==> src/rtl/sar_logic.sv <==
// sar_logic: synchronous successive-approximation controller for an ADC_BITS
// SAR ADC, driving a capacitor DAC with monotonic switching.
//
// Ports:
//   clk          rising-edge clock
//   reset        synchronous, active-high
//   start        conversion request, accepted only in IDLE
//   comp_out     comparator decision (1 = DAC output above threshold)
//   comp_valid   comp_out is valid this cycle (used only while waiting)
//   sample       track switch closed
//   comp_en      one-cycle comparator fire pulse
//   dac_data_h   per-cap high select, caps 1 (MSB) .. ADC_BITS-1
//   dac_data_l   per-cap low select; {h,l}: 10 vrefp, 01 vrefn, 00 vcm
//   dout         last completed conversion word
//   dout_valid   one-cycle strobe when dout is updated
//   busy         high in every state except IDLE
//   timeout_err  sticky forced-decision flag, cleared on accepted start
module sar_logic #(
    parameter int ADC_BITS      = 8,
    parameter int SAMPLE_CYCLES = 4,
    parameter int COMP_TIMEOUT  = 15
) (
    input  logic                  clk,
    input  logic                  reset,
    input  logic                  start,
    input  logic                  comp_out,
    input  logic                  comp_valid,
    output logic                  sample,
    output logic                  comp_en,
    output logic [1:ADC_BITS-1]   dac_data_h,
    output logic [1:ADC_BITS-1]   dac_data_l,
    output logic [ADC_BITS-1:0]   dout,
    output logic                  dout_valid,
    output logic                  busy,
    output logic                  timeout_err
);

    localparam int KW  = $clog2(ADC_BITS + 1);
    localparam int CW  = $clog2(ADC_BITS);
    localparam int SCW = $clog2(SAMPLE_CYCLES + 1);
    localparam int WCW = $clog2(COMP_TIMEOUT + 1);
    localparam logic [KW-1:0] K_LAST = KW'(ADC_BITS);

    typedef enum logic [2:0] {
        S_IDLE,
        S_SAMPLE,
        S_COMP,
        S_WAIT,
        S_DONE
    } state_t;

    state_t              state;
    logic [KW-1:0]       bit_k;
    logic [SCW-1:0]      sample_cnt;
    logic [WCW-1:0]      wait_cnt;
    logic [ADC_BITS-1:0] shreg;

    logic                decide;
    logic                forced;
    logic                decision;
    logic [CW-1:0]       sr_idx;
    logic [CW-1:0]       cap_idx;
    logic [ADC_BITS-1:0] sr_next;

    // Decision resolution in WAIT; a timeout forces d = 0.
    always_comb begin
        decide   = (state == S_WAIT) &&
                   (comp_valid || (wait_cnt == WCW'(COMP_TIMEOUT - 1)));
        forced   = decide && !comp_valid;
        decision = comp_valid & comp_out;
        sr_idx   = CW'(K_LAST - bit_k);
        cap_idx  = CW'(bit_k);
        sr_next  = shreg;
        sr_next[sr_idx] = decision;
    end

    always_ff @(posedge clk) begin
        if (reset) begin
            state       <= S_IDLE;
            bit_k       <= '0;
            sample_cnt  <= '0;
            wait_cnt    <= '0;
            shreg       <= '0;
            sample      <= 1'b0;
            comp_en     <= 1'b0;
            dac_data_h  <= '0;
            dac_data_l  <= '0;
            dout        <= '0;
            dout_valid  <= 1'b0;
            busy        <= 1'b0;
            timeout_err <= 1'b0;
        end else begin
            comp_en    <= 1'b0;
            dout_valid <= 1'b0;
            case (state)
                S_IDLE: begin
                    if (start) begin
                        state       <= S_SAMPLE;
                        sample      <= 1'b1;
                        busy        <= 1'b1;
                        sample_cnt  <= SCW'(SAMPLE_CYCLES - 1);
                        bit_k       <= KW'(1);
                        shreg       <= '0;
                        dac_data_h  <= '0;
                        dac_data_l  <= '0;
                        timeout_err <= 1'b0;
                    end
                end
                S_SAMPLE: begin
                    if (sample_cnt == '0) begin
                        sample  <= 1'b0;
                        comp_en <= 1'b1;
                        state   <= S_COMP;
                    end else begin
                        sample_cnt <= sample_cnt - 1'b1;
                    end
                end
                S_COMP: begin
                    wait_cnt <= '0;
                    state    <= S_WAIT;
                end
                S_WAIT: begin
                    if (decide) begin
                        shreg <= sr_next;
                        if (forced) begin
                            timeout_err <= 1'b1;
                        end
                        if (bit_k != K_LAST) begin
                            // Only the cap for this bit moves; earlier caps stay put.
                            dac_data_h[cap_idx] <= ~decision;
                            dac_data_l[cap_idx] <= decision;
                            bit_k   <= bit_k + 1'b1;
                            comp_en <= 1'b1;
                            state   <= S_COMP;
                        end else begin
                            // Final bit goes straight into dout alongside the strobe.
                            dout       <= sr_next;
                            dout_valid <= 1'b1;
                            state      <= S_DONE;
                        end
                    end else begin
                        wait_cnt <= wait_cnt + 1'b1;
                    end
                end
                S_DONE: begin
                    busy  <= 1'b0;
                    state <= S_IDLE;
                end
                default: begin
                    state <= S_IDLE;
                end
            endcase
        end
    end

endmodule

==> config.mk <==
export PLATFORM = sky130hd
export DESIGN_NAME = sar_logic
export DESIGN_NICKNAME = d
export VERILOG_FILES = /design/src/rtl/sar_logic.sv
export SDC_FILE = /design/constraint.sdc
export NUM_CORES = 1
export LEC_CHECK = 0
export BUFFER_PORTS_ARGS = -buffer_cell sky130_fd_sc_hd__buf_2
export CORE_MARGIN = 5
export CORE_UTILIZATION = 40
export DETAILED_ROUTE_END_ITERATION = 6
export PLACE_DENSITY = 0.56
export SLEW_MARGIN = 20
export SYNTH_ARGS = -nofsm -noshare
export SYNTH_HDL_FRONTEND = slang
export SYNTH_SLANG_ARGS = --single-unit
==> constraint.sdc <==
create_clock -name clk -period 2.7 [get_ports clk]
set_input_delay 0.81 -clock clk [delete_from_list [all_inputs] [get_ports clk]]
set_output_delay 0.81 -clock clk [all_outputs]
set_load 0.02 [all_outputs]
-- Word-level counts from Yosys, hierarchy flattened
Index checks and enable logic that the tools add are counted.
- register bits: 49
- output and inout bits: 27
- logic and storage cells: 106
- add/subtract/negate cells: 4
- magnitude comparators: 4
- equality and inequality tests: 13
- multiplexer cells: 44
- bitwise operators: 6
- reduce and logical (&&, ||, !) cells: 22
- operator list (cell ; number):
    $mux 7 ; 5
    $pmux 7 s2 ; 2
    $mux 3 ; 6
    $mux 4 ; 4
    $mux 8 ; 2
    $pmux 4 s2 ; 2
    $pmux 8 s2 ; 1
    $reduce_and 3->1 ; 5
    $bwmux 7 ; 2
    $ne 2x2->1 const B ; 6
    $pmux 3 s4 ; 1
    $mux 1 ; 11
    $add 4x1->4 const B ; 2
    $bwmux 8 ; 1
    $pmux 1 s2 ; 4
    $reduce_and 4->1 ; 2
    $reduce_bool 2->1 ; 4
    $demux 1 s3 ; 2
    $eq 3x2->1 const B ; 2
    $logic_not 3->1 ; 2
    $pmux 3 s2 ; 1
    $eq 4x4->1 const B ; 1
    $ge 4x4->1 const B ; 1
    $logic_and 1x1->1 ; 4
    other kinds (16) ; 20

-- Depth between registers and ports, before layout
Gate-level depths: netlist (run 1).
- word-level depth: 9
- mapped depth: 8
- gate-level depth less buffers: 6

-- Worst setup path after synthesis (run 1)
Ideal clock, no wire load.
- path kind: flip-flop to flip-flop
- start: register bit_k[0]
- end: register dout[5]
- arrival: 1.745 ns
- required time: 2.566 ns
- path slack: 0.821 ns
- cell stages (with the launch flop): 8
- buffers on the path: 1
- clock period less this slack: 1.879 ns
- path through: dfxtp_1 > clkbuf_1 > inv_1 > ha_1 > nand2b_1 > nor2_1 > mux2i_1 > a211oi_2
- longest elaborated chain between the ends: 6
- elaborated cells on any way between the ends: 10
- those cells by class: add/sub: 1; order compare: 2; eq/ne: 1; mux: 3; bitwise: 1; reduce/logical: 2
- ends and longest elaborated chain (element ; RTL line ; source):
    start, declared ; 53 ; logic [KW-1:0] bit_k;
    start signal, assigned ; 132 ; bit_k <= bit_k + 1'b1;
    $sub 1x3->3 ; 71 ; sr_idx = CW'(K_LAST - bit_k);
    $lt 3x4->1 (implied by the code) / $ge 3x1->1 (equally long branches) ; 74 ; sr_next[sr_idx] = decision;
    $logic_and 1x1->1 (implied by the code) ; 74 ;
    $mux 1 (implied by the code) ; 74 ;
    $demux 1 s3 ; 74 ;
    $bwmux 8 ; 74 ;
    end signal, assigned ; 137 ; dout <= sr_next;
    end, declared ; 32 ; output logic [ADC_BITS-1:0] dout,
Several ways; a longest one is shown, not always the timed one.
A chain may end at the register's enable or synchronous reset.

-- Worst setup path after layout (run 1)
- start: register bit_k[1]
- end: register dout[5]
Same word-level chain as after synthesis.

==> key figures, run 1 <==
Logic synthesis
  – Post-Syn Area: 2340 um^2
  – Synth Warn #: 0
  – Post-synthesis mux area share: 4.28%
  – Post-synthesis xor/xnor area fraction: 1.87%
  – Synth Register Bits: 49
  – Mapped Cells: 256
  – Synth Area in Simple Gates: 19.5%
  – Netlist cell types: 46
  – Compound-Gate Fraction of Synth Area: 22.8%
  – Main synth FF type: dfxtp_1
  – Largest family of logic cells by synthesized area: compound AO/OA/AOI/OAI gates
  – Avg Cell Area, Syn: 9.13 um^2
  – Number of synthesized flops with an enable pin: 0
  – Post-Syn Nets: 267
  – Post-synthesis adder-cell area fraction: 3.21%
  – Register area share after synthesis: 41.9%
  – Asr flop ratio synth: 0%

GRT
  – Via count of the first global-routing pass: 1,807
  – GRT overflow: 0
  – Initial antenna violation count: 0
  – GRT Util Overall: 14.3%
  – Largest net degree at the start of global routing: 18
  – First-pass GRT wire length: 8.58 mm

Floorplanning
  – Chip Width: 86.5 um
  – Die height: 86.5 um
  – Initial Util: 41.7%
  – Num rows: 27
  – DIE AREA: 7480 um^2
  – I/O pins: 32
  – Floorplan core area: 5610 um^2

Hold path
  – Worst Hold Class: reg -> reg

Clock network
  – Post-CTS Setup Bufs: 0
  – Total CTS buffers: 5
  – Worst-path clk slew: 80 ps
  – Hold-fix buffer count after cts: 0
  – Clk root buf: clkbuf_8
  – CTS tree: built
  – Clock Tree Buf Depth: 2
  – Number of H-tree levels: 2
  – Post-cts resize count: 0
  – CTS sink count: 49
  – Worst-Skew Late Latency: 300 ps

Route
  – Via count: 1,940
  – Post-Route WL: 5.13 mm
  – Via density: 5.45
  – Drt first-iter violations: 162
  – Top layer reached by signal wires: met4
  – Met3 Routed Length: 189 um
  – Post-route ant nets: 0
  – Length of the first detailed-routing pass in iterations: 4
  – # DRC: 0
  – Routed len/inst: 14.4 um
  – Routed met2 length: 2.47 mm
  – M1 wire length: 2.43 mm

Placed design
  – Post-detail-place hpwl: 3.73 mm
  – Cells after DPL: 349
  – GPL Wtd Cong: 0.805
  – PortBufs: 31

Layout
  – FF/Latch Area: 981 um^2
  – Multi-input gate area: 1210 um^2
  – Commonest non-fill, non-tap cell in the layout: dfxtp_1
  – Fillers: 585
  – Share of cells above drive strength 1: 19.4%
  – Finished Layout Cells: 356
  – Most frequent cells in the layout: dfxtp_1 (49), buf_2 (31), nor2_1 (29)
  – Area delta synth->final: 13.0%
  – Ant. Diodes: 0
  – Fin nets: 295

Power and ir drop
  – VDD IR max: 0.260 mV
  – Leak: 1.01 nW
  – Power per cell area: 600 nW/um^2

Setup path
  – WP data arrival: 2210 ps
  – CP Launch Type: flip-flop
  – Crit-path max FO: 16
  – Crit end category: flip-flop
  – CP Data Required Time: 2920 ps
  – Crit Path Category: reg -> reg

Timing
  – Hold Vio Cnt, Final: 0
  – Final Cycle Share: 73.8%
  – Setup TNS: 0 ps
  – Fin crit period: 1990 ps
  – Fmax: 0.502 GHz
  – Setup-failing EPs final: 0
  – Worst Skew: 9.52 ps
  – Slew Limit Fails: 0
  – Max-slew headroom: 60.4%
  – Slew @ Worst Pin: 592 ps
  – RSZ-0062 raised after global routing: false

Outcome
  – Status: finished clean

Flow run
  – Max-cap violations: 0
## worst max-delay path, stage by stage (launching register included)
cell	delay (ps)
dfxtp_1	410
inv_1	140
ha_1	260
nand3b_2	220
nor3_4	580
nor2_1	100
a211oi_2	210
## Yosys cell counts (all sizes together) (3+ instances only)
master | number | area share, %
buf | 7 | 2.2
clkbuf | 8 | 1.3
a31oi | 5 | 1.3
nor3 | 10 | 2.6
o32ai | 12 | 4.5
ha | 6 | 3.2
or2 | 3 | 0.80
a211oi | 15 | 5.8
nand3 | 9 | 1.9
xnor2 | 3 | 1.1
inv | 18 | 2.9
a21oi | 9 | 1.9
nor2 | 30 | 5.1
dfxtp | 49 | 42
o2bb2ai | 10 | 3.7
mux2i | 10 | 4.3
nand3b | 4 | 1.4
o21ai | 3 | 0.64
nand2 | 9 | 1.4
nand2b | 9 | 2.4
## kinds of logic after synthesis
logic type | Yosys count
mux | 10
xor+xnor | 5
simple gates | 85
fa+ha+maj | 6
compound gates | 68
flops | 49
buf+inv | 33
## stage by stage
stage | hold WS, ps | util (%) | instance area, um^2 | worst slack (ps) | power [mW]
floorplan | 432 | - | 2340 | 821 | 1.02
global placement | 445 | 45.3 | 2540 | 586 | 1.09
detailed placement | 448 | 45.3 | 2540 | 563 | 1.09
CTS | 471 | 47.1 | 2640 | 701 | 1.60
global route | 483 | 47.1 | 2640 | 522 | 1.67
finish | 468 | 47.1 | 2640 | 708 | 1.58
## sequential cells by signal, summed over array words and instances (netlist names)
| name | flops |
|---|---|
| dout | 8 |
| timeout_err | 1 |
| sample_cnt | 3 |
| dout_valid | 1 |
| busy | 1 |
| comp_en | 1 |
| dac_data_l | 7 |
| shreg | 8 |
| bit_k | 4 |
| dac_data_h | 7 |
| sample | 1 |
| state | 3 |
| wait_cnt | 4 |
## worst paths after layout
| check | from | endpoint | slack [ps] | cells after the start |
|---|---|---|---|---|
| max | bit_k[1] | dout[5] | 710 | 6 |
| min | shreg[4] | shreg[4] | 470 | 1 |
| max reg2reg | bit_k[1] | dout[5] | 710 | 6 |
| min reg2reg | shreg[4] | shreg[4] | 470 | 1 |
## routing by layer
| metal | up-vias | track usage [%] |
|---|---|---|
| li1 | 981 | - |
| met1 | 922 | 19.0 |
| met2 | 32 | 23.4 |
| met3 | 5 | 2.85 |
| met4 | 0 | 3.82 |
| met5 | - | 0 |
## power breakdown
group,switching [mW],total (mW),internal (mW)
Clock,0.244,0.514,0.270
Combinational,0.185,0.298,0.113
Sequential,0.0265,0.773,0.747
## area by class of cell
class | count | area share, %
Inverter | 18 | 2.56
Timing Repair Buffer | 36 | 7.29
Sequential cell | 49 | 37.1
Clock buffer | 5 | 2.60
Clock inverter | 2 | 1.33
Tap cell | 72 | 3.41
Multi-Input combinational cell | 174 | 45.7
(Power assumes the default switching activity.)
==> run 2, diff against run 1 <==
PLACE_DENSITY = 0.58   (was 0.56)
clock period = 1.8 ns   (was 2.7 ns; I/O delays follow)
==> key figures, run 2 (synthesis gave the netlist of run 1 again) <==
Outcome
  – Status: finished clean

Power and ir drop
  – Leak: 1.10 nW
  – Clock power share: 33.6%
  – Logic pwr share: 19.5%
  – Int Power: 1.77 mW
  – Power per cell area: 882 nW/um^2
  – VDD IR max: 0.458 mV
  – Share of power burned in registers: 47.0%
  – Switch share: 28.2%
  – Psw: 0.695 mW

Route
  – Routed len/inst: 13.8 um
  – Post-Route WL: 5.12 mm
  – Via count: 1,990
  – Length of the first detailed-routing pass in iterations: 4
  – # DRC: 0
  – Post-route ant nets: 0
  – Drt first-iter violations: 155
  – Via density: 5.36

Layout
  – Design Area, Final: 2790 um^2
  – Commonest non-fill, non-tap cell in the layout: dfxtp_1
  – Ant. Diodes: 0
  – Fillers: 558
  – Fin nets: 309
  – Share of cells above drive strength 1: 23.7%
  – Area delta synth->final: 19.3%
  – FF/Latch Area: 981 um^2
  – Most frequent cells in the layout: dfxtp_1 (49), buf_2 (31), nor2_1 (29)
  – Largest regs: dout (8), shreg (8)
  – Multi-input gate area: 1220 um^2
  – Finished Layout Cells: 371
  – Final core utilization: 49.7%

Timing
  – Hold Vio Cnt, Final: 0
  – Slew Limit Fails: 0
  – Fin crit period: 1680 ps
  – Slew @ Worst Pin: 443 ps
  – Worst Skew: 11.5 ps
  – WHS: 470 ps
  – Max-slew headroom: 70.3%
  – Fmax: 0.597 GHz
  – Setup TNS: 0 ps
  – Final Cycle Share: 93.1%
  – Setup-failing EPs final: 0

Placed design
  – Post-detail-place hpwl: 3.85 mm
  – GPL Wtd Cong: 0.854
  – Cells after DPL: 361
  – PortBufs: 31
  – Placement Cell Area: 2630 um^2

Clock network
  – Hold-fix buffer count after cts: 0
  – Worst-path clk slew: 90 ps
  – Clock Tree Buf Depth: 2
  – CTS sink count: 49
  – CTS tree: built
  – Clk root buf: clkbuf_8
  – Worst-Skew Late Latency: 300 ps
  – Number of H-tree levels: 2
  – Total CTS buffers: 5

Setup path
  – WP data arrival: 1900 ps
  – Crit Path Category: reg -> reg
  – CP Cell Sequence: and3b_1 -> a211o_1 -> a21oi_1 -> o2bb2ai_1
  – Slowest CP cell: dfxtp_1
  – Crit-path max FO: 10
  – CP Data Required Time: 2030 ps
  – Crit end category: flip-flop
  – CP max stage delay: 540 ps
  – CP Launch Type: flip-flop

Floorplanning
  – DIE AREA: 7480 um^2
  – Initial Util: 41.7%
  – Die height: 86.5 um
  – Num rows: 27
  – Floorplan core area: 5610 um^2
  – I/O pins: 32
  – Chip Width: 86.5 um

GRT
  – GRT Util Overall: 14.2%
  – Initial antenna violation count: 0
  – Via count of the first global-routing pass: 1,810
  – Largest net degree at the start of global routing: 19
  – First-pass GRT wire length: 8.59 mm
  – GRT overflow: 0

Hold path
  – Worst Hold Class: reg -> reg

Flow run
  – Max-cap violations: 0
-- run 2: area by class of cell --
class                   instances  area share [%]
flip-flops and latches         49            35.2
well taps                      72            3.23
inverters                      18            2.42
repair buffers                 50            11.1
multi-input cells             174            43.7
clock inverters                 2            1.35
clock buffers                   6            2.96
-- run 2: per-stage QoR --
stage	setup slack, ps	power (mW)
final	124	2.46
after global routing	-7.16	2.60
after CTS	3.18	2.47
after detailed placement	11.4	1.65
after global placement	14.9	1.64
after floorplan	21.1	1.53
-- run 2: path summary, 6_finish.rpt --
check	from	to	slack, ps	cells past startpoint
max	state[2]	dac_data_l[7]	120	4
min	shreg[3]	shreg[3]	470	1
max reg2reg	state[2]	dac_data_l[7]	120	4
min reg2reg	shreg[3]	shreg[3]	470	1
-- run 2: critical path: cells and delay by family, from the launching register on --
kind	cells	cell delay, ps
AO/OA/AOI/OAI	3	780
flip-flops	1	540
AND/OR/NAND/NOR	1	290
-- run 2: what timing repair did --
item / 4_1_cts / 5_1_grt
resized for setup: 0 / 2
setup endpoints to repair: 0 / 19
setup buffers: 0 / 2
-- run 2: power groups by stage --
| stage | clock (mW) | sequential [mW] | combinational, mW |
|---|---|---|---|
| 3_5_place_dp | 0 | 1.18 | 0.469 |
| 5_1_grt | 0.898 | 1.16 | 0.541 |
| 6_report | 0.826 | 1.16 | 0.479 |
| 4_1_cts | 0.849 | 1.15 | 0.470 |
| 2_1_floorplan | 0 | 1.18 | 0.346 |
| 3_3_place_gp | 0 | 1.18 | 0.463 |
-- run 2: metal layers --
layer  global-route usage [%]  part of all wire (%)
met2                     22.8                    47
met1                     18.9                    49
met3                     3.42                   3.2
met5                        0                     0
met4                     3.82                   1.1
